<file path="src/rtl/display_pkg.sv">
// Shared types and constant tables for the seven-segment scan controller.
// Provides the scan FSM state type, blank pattern, hex segment and anode tables.
package display_pkg;

  typedef enum logic [1:0] {
    GAP = 2'd0,
    ON  = 2'd1,
    OFF = 2'd2
  } scan_state_t;

  localparam logic [6:0] SEG_BLANK = 7'h7F;
  localparam logic [3:0] ANODE_OFF = 4'hF;

  // Active-low {g,f,e,d,c,b,a}; element N is hex digit N.
  localparam logic [15:0][6:0] SEG_TABLE = {
    7'h0E, 7'h06, 7'h21, 7'h46,
    7'h03, 7'h08, 7'h10, 7'h00,
    7'h78, 7'h02, 7'h12, 7'h19,
    7'h30, 7'h24, 7'h79, 7'h40
  };

  // Active-low one-hot anode select; element N drives digit N.
  localparam logic [3:0][3:0] ANODE_SEL = {
    4'b0111, 4'b1011, 4'b1101, 4'b1110
  };

endpackage

</file>
<file path="src/rtl/display_scan_ctrl_hex7seg.sv">
// Combinational hex to seven-segment decoder.
// Ports: hex_i (4-bit value) -> seg_no (active-low {g,f,e,d,c,b,a}).
module hex7seg
  import display_pkg::*;
(
  input  logic [3:0] hex_i,
  output logic [6:0] seg_no
);

  assign seg_no = SEG_TABLE[hex_i];

endmodule

</file>
<file path="src/rtl/display_scan_ctrl.sv">
// Four-slot multiplexed seven-segment scanner with gap, dimming and blink.
// Ports: clk_i, rst_ni (sync, active-low), digitN_i/digitN_en_i (N=0..3),
//   brightness_i, blink_i, blink_tick_i -> anode_no, cathode_no, frame_o.
// Option: DISPLAY_SCAN_LEADING_ZERO_BLANK_EN blanks leading zero digits.
module display_scan_ctrl
  import display_pkg::*;
#(
  parameter int REFRESH_DIV = 1024,
  parameter int GAP_CYCLES  = 16
) (
  input  logic       clk_i,
  input  logic       rst_ni,
  input  logic       digit0_en_i,
  input  logic       digit1_en_i,
  input  logic       digit2_en_i,
  input  logic       digit3_en_i,
  input  logic [3:0] digit0_i,
  input  logic [3:0] digit1_i,
  input  logic [3:0] digit2_i,
  input  logic [3:0] digit3_i,
  input  logic [1:0] brightness_i,
  input  logic       blink_i,
  input  logic       blink_tick_i,
  output logic [3:0] anode_no,
  output logic [6:0] cathode_no,
  output logic       frame_o
);

  localparam int Q  = (REFRESH_DIV - GAP_CYCLES) / 4;
  localparam int CW = $clog2(REFRESH_DIV) + 1;

  typedef logic [CW-1:0] cnt_t;

  localparam cnt_t GAP_LAST = cnt_t'(GAP_CYCLES - 1);
  localparam cnt_t Q_C      = cnt_t'(Q);
  localparam cnt_t WIN_C    = cnt_t'(4 * Q);
  localparam cnt_t ONE_C    = cnt_t'(1);

  scan_state_t state_q, state_d;
  cnt_t        cnt_q, cnt_d;
  logic [1:0]  slot_q, slot_d;
  logic [3:0]  val_q, val_d;
  logic        show_q, show_d;
  logic [1:0]  bright_q, bright_d;
  logic        phase_q, phase_d;
  logic [3:0]  anode_q, anode_d;
  logic [6:0]  cathode_q, cathode_d;
  logic        frame_q, frame_d;

  logic [3:0][3:0] val_in;
  logic [3:0]      en_in;
  logic [3:0]      show_in;
  cnt_t            on_len;
  cnt_t            off_len;
  logic [6:0]      seg;
  logic            suppress;

  assign val_in = {digit3_i, digit2_i, digit1_i, digit0_i};
  assign en_in  = {digit3_en_i, digit2_en_i,
                   digit1_en_i, digit0_en_i};

`ifdef DISPLAY_SCAN_LEADING_ZERO_BLANK_EN
  // A zero is leading when every slot above is disabled or
  // itself a leading zero; slot 0 always shows.
  logic [3:0] zsup;

  assign zsup[3] = (digit3_i == 4'd0);
  assign zsup[2] = (digit2_i == 4'd0)
                 && (!digit3_en_i || zsup[3]);
  assign zsup[1] = (digit1_i == 4'd0)
                 && (!digit3_en_i || zsup[3])
                 && (!digit2_en_i || zsup[2]);
  assign zsup[0] = 1'b0;
  assign show_in = en_in & ~zsup;
`else
  assign show_in = en_in;
`endif

  assign on_len  = Q_C * cnt_t'(bright_q) + Q_C;
  assign off_len = WIN_C - on_len;

  hex7seg u_hex7seg (
    .hex_i  (val_d),
    .seg_no (seg)
  );

  // Next-state: slot sequencing and per-slot latching.
  always_comb begin
    state_d  = state_q;
    cnt_d    = cnt_q + ONE_C;
    slot_d   = slot_q;
    val_d    = val_q;
    show_d   = show_q;
    bright_d = bright_q;
    frame_d  = 1'b0;
    unique case (state_q)
      GAP: begin
        if (cnt_q == GAP_LAST) begin
          state_d  = ON;
          cnt_d    = '0;
          val_d    = val_in[slot_q];
          show_d   = show_in[slot_q];
          bright_d = brightness_i;
        end
      end
      ON: begin
        if (cnt_q == on_len - ONE_C) begin
          cnt_d = '0;
          if (off_len == '0) begin
            state_d = GAP;
            slot_d  = slot_q + 2'd1;
            frame_d = (slot_q == 2'd3);
          end else begin
            state_d = OFF;
          end
        end
      end
      OFF: begin
        if (cnt_q == off_len - ONE_C) begin
          state_d = GAP;
          cnt_d   = '0;
          slot_d  = slot_q + 2'd1;
          frame_d = (slot_q == 2'd3);
        end
      end
      default: begin
        state_d = GAP;
        cnt_d   = '0;
      end
    endcase
  end

  // Outputs are registered from next-state so they line
  // up with the state register.
  always_comb begin
    phase_d   = phase_q ^ blink_tick_i;
    suppress  = !show_d || (blink_i && phase_d);
    anode_d   = ANODE_OFF;
    cathode_d = SEG_BLANK;
    if (state_d == ON && !suppress) begin
      anode_d   = ANODE_SEL[slot_d];
      cathode_d = seg;
    end
  end

  always_ff @(posedge clk_i) begin
    if (!rst_ni) begin
      state_q   <= GAP;
      cnt_q     <= '0;
      slot_q    <= 2'd0;
      val_q     <= 4'd0;
      show_q    <= 1'b0;
      bright_q  <= 2'd0;
      phase_q   <= 1'b0;
      anode_q   <= ANODE_OFF;
      cathode_q <= SEG_BLANK;
      frame_q   <= 1'b0;
    end else begin
      state_q   <= state_d;
      cnt_q     <= cnt_d;
      slot_q    <= slot_d;
      val_q     <= val_d;
      show_q    <= show_d;
      bright_q  <= bright_d;
      phase_q   <= phase_d;
      anode_q   <= anode_d;
      cathode_q <= cathode_d;
      frame_q   <= frame_d;
    end
  end

  assign anode_no   = anode_q;
  assign cathode_no = cathode_q;
  assign frame_o    = frame_q;

endmodule
</file>
<file path="config.mk">
export PLATFORM = sky130hd
export DESIGN_NAME = display_scan_ctrl
export DESIGN_NICKNAME = d
export VERILOG_FILES = /design/src/rtl/display_pkg.sv /design/src/rtl/display_scan_ctrl_hex7seg.sv /design/src/rtl/display_scan_ctrl.sv
export SDC_FILE = /design/constraint.sdc
export NUM_CORES = 1
export LEC_CHECK = 0
export ABC_AREA = 1
export CAP_MARGIN = 20
export CORE_MARGIN = 5
export CORE_UTILIZATION = 53
export CTS_CLUSTER_DIAMETER = 60
export CTS_CLUSTER_SIZE = 24
export DETAILED_ROUTE_END_ITERATION = 10
export MAX_ROUTING_LAYER = met4
export PLACE_DENSITY = 0.83
export SETUP_SLACK_MARGIN = 0.4
export SLEW_MARGIN = 25
export SYNTH_ARGS = -nofsm -noshare
export SYNTH_HDL_FRONTEND = slang
export SYNTH_SLANG_ARGS = --single-unit
</file>
<file path="constraint.sdc">
create_clock -name clk_i -period 2.75 [get_ports clk_i]
set_clock_uncertainty 0.2 [all_clocks]
set_input_delay 0.55 -clock clk_i [delete_from_list [all_inputs] [get_ports clk_i]]
set_output_delay 0.55 -clock clk_i [all_outputs]
set_load 0.05 [all_outputs]
</file>
==> metrics <==
fmax 426 MHz; Synth Register Bits 35; Final setup violation count 0; number of top-level pins 38; die area 5750 um^2; syn_area_per_cell 6.62 um^2; layout net count 447; Via Count 2449; Worst IR Drop VDD 0.339 mV; initial antenna violation count 0; R2R cell count 13; gr ovfl total 0; CP Max Fanout 7; HP Start cnt_q[0]$_SDFF_PN0_; post-synth top area share 30.5%; Yosys cell types 35; Post-CTS Hold Fix Bufs 0; final hold violation count 0; area grow syn2layout 37.8%; crit path time final 2350 ps; Longest Clk Path Bufs 2; placed wire-length estimate 4210 um; worst-margin pin slew 522 ps; Cell Area, Synth 2300 um^2; Residual DRC 0; main area contributors after synthesis dfxtp_1 (31%), nand2_1 (13%), ha_1 (9.8%), nor2_1 (9.8%), nand3_1 (8.1%); share of layout cells above drive strength 1 22.0%; number of synthesized flops with an enable pin 0; Worst-Skew Late Latency 290 ps; top cells by count, synth nand2_1 (80), nor2_1 (60), nand3_1 (37), dfxtp_1 (35), inv_1 (33); DIE HEIGHT 75.8 um; Inst Count DP 433; Setup crit end kind register; Net Count, Synth 391; Leak 1.32 nW; status completed; max-slew violations 0; CP arrival 2320 ps; PD cells 337 nW/um^2; Final Wtd Congestion 0.955; Critical R2R Capture anode_no[3]$_SDFF_PN1_; worst r2r src bright_q[0]$_SDFFE_PN0P_; Antenna diodes 0; first-pass GRT wire length 9140 um; hold path depth 1; dpl cell area 2720 um^2; Placeable Area 4260 um^2; DR vias/cell 5.37; 1st-iter DRT viols 190; Clock H-tree levels 2; slew margin rel. 65.1%; CP required 2730 ps; synthesized instance count 347; I/O Buffers 37; RSZ-0062 raised after global routing no; fin crit share 85.3%; # rows 24; crit start category register; sequential share of the synthesized area 30.5%; largest net degree at the start of global routing 15; Reg2Reg Setup Slack 400 ps; CTS Buf Count 5; Final TNS setup 0 ps; CP Class register to register; asr flop ratio synth 0%; total track usage 21.4%; Worst setup startpoint bright_q[0]$_SDFFE_PN0P_; Ys Warns 0; Hold EP cnt_q[0]$_SDFF_PN0_; final instance area 3170 um^2; DRT antenna net count 0; max_cap viols 0; Hold Path Class register to register; WL/cell 13.6 um; # clock sinks 35; Post-Route WL 6180 um; ys flop type dfxtp_1; final cell count without fillers 456; vias in the first global route 2222; Worst-path clk slew 70 ps; most common cell in the netlist nand2_1; Pre-antenna DRT Iters 5; final core utilization 74.2%; CTS tree built; DIE WIDTH 75.8 um; clk root buf clkbuf_8; Synth area leader dfxtp_1; initial core utilization 53.9%
## cell type report
class | count | area, um^2
Inverter | 36 | 140
Clock inverter | 2 | 35.0
Clock buffer | 6 | 82.6
Multi-Input combinational cell | 268 | 1590
Fill cell | 321 | 1100
Sequential cell | 35 | 714
Tap cell | 52 | 65.1
Timing Repair Buffer | 57 | 536
## cell families (layout without fill, tap and decap cells)
| kind of cell | count (synthesis) | count (layout) | synth area share [%] |
|---|---|---|---|
| buffers and inverters | 45 | 101 | 8.22 |
| AND/OR/NAND/NOR | 200 | 201 | 37.6 |
| flip-flops | 35 | 35 | 30.5 |
| adder cells (fa/ha/maj) | 18 | 18 | 9.80 |
| XOR/XNOR | 8 | 8 | 3.05 |
| AO/OA/AOI/OAI | 41 | 41 | 10.8 |
## through the flow
| stage | worst slack (ps) | total power [mW] | hold slack (ps) |
|---|---|---|---|
| 6_report | 404 | 1.07 | 257 |
| 2_1_floorplan | 449 | 0.550 | 218 |
| 3_3_place_gp | 180 | 0.591 | 233 |
| 3_5_place_dp | 64.1 | 0.592 | 244 |
| 5_1_grt | 322 | 1.10 | 290 |
| 4_1_cts | 397 | 1.07 | 260 |
## worst max path at each step
stage                               end  depth (start not counted)
2_1_floorplan  cathode_no[0]$_SDFF_PN1_                         15
3_3_place_gp   cathode_no[5]$_SDFF_PN1_                         10
3_5_place_dp   cathode_no[5]$_SDFF_PN1_                         10
4_1_cts        cathode_no[3]$_SDFF_PN1_                         13
5_1_grt        cathode_no[5]$_SDFF_PN1_                         13
6_report         anode_no[3]$_SDFF_PN1_                         13
## where the power goes
part / internal (mW) / switching, mW / leakage [nW] / total (mW)
sequential: 0.512 / 0.00556 / 0.288 / 0.517
combinational: 0.0436 / 0.0251 / 0.976 / 0.0687
clock: 0.293 / 0.187 / 0.0612 / 0.480
## metal layers
| metal | track usage (%) | share of wire [%] |
|---|---|---|
| met2 | 37.5 | 51 |
| met1 | 23.9 | 43 |
| met5 | - | 0 |
| met3 | 4.09 | 4.2 |
| met4 | 8.16 | 1.6 |
## cell usage in the layout (no fill, tap or decap), types with 3 or more instances in the layout
master           netlist  layout
nand2_1               80      73
nor2_1                60      56
clkdlybuf4s50_1        0      37
nand3_1               37      32
inv_1                 33      27
dfxtp_1               35      26
buf_4                  0      17
o21ai_0               16      16
ha_1                  18      12
nand2_2                2       9
a21oi_1                9       9
dfxtp_2                0       8
inv_2                  2       6
clkbuf_8               0       6
nor2_2                 3       5
nand3_2                2       5
xor2_1                 5       5
o22ai_1                4       4
or2_2                  4       4
o21ai_4                1       4
nor2_4                 0       3
xnor2_1                3       3
ha_2                   0       3
ha_4                   0       3
## state kept, by name, indices dropped and copies added (netlist names)
register    flops
cnt_q          11
cathode_no      7
show_q          1
bright_q        2
frame_o         1
slot_q          2
val_q           4
state_q         2
phase_q         1
anode_no        4
## worst max-delay path, stage by stage, from the launching register on
cell and delay (ps):
dfxtp_2 370, inv_4 70, ha_1 260, nor2_2 150
nand3_2 110, nand2_1 100, nor2_2 50, nand2_2 80
nand2_1 60, nand3b_1 130, nand3b_1 190, buf_6 180
nor2_4 190, nand3_2 100
## repair_timing
| item | 4_1_cts | 5_1_grt |
|---|---|---|
| setup buffers | 0 | 14 |
| resized for setup | 15 | 45 |
| pin swaps | 2 | 14 |
| gates cloned | 1 | 0 |
| setup endpoints to repair | 23 | 24 |
No activity file was read; power rests on OpenSTA's default activity.
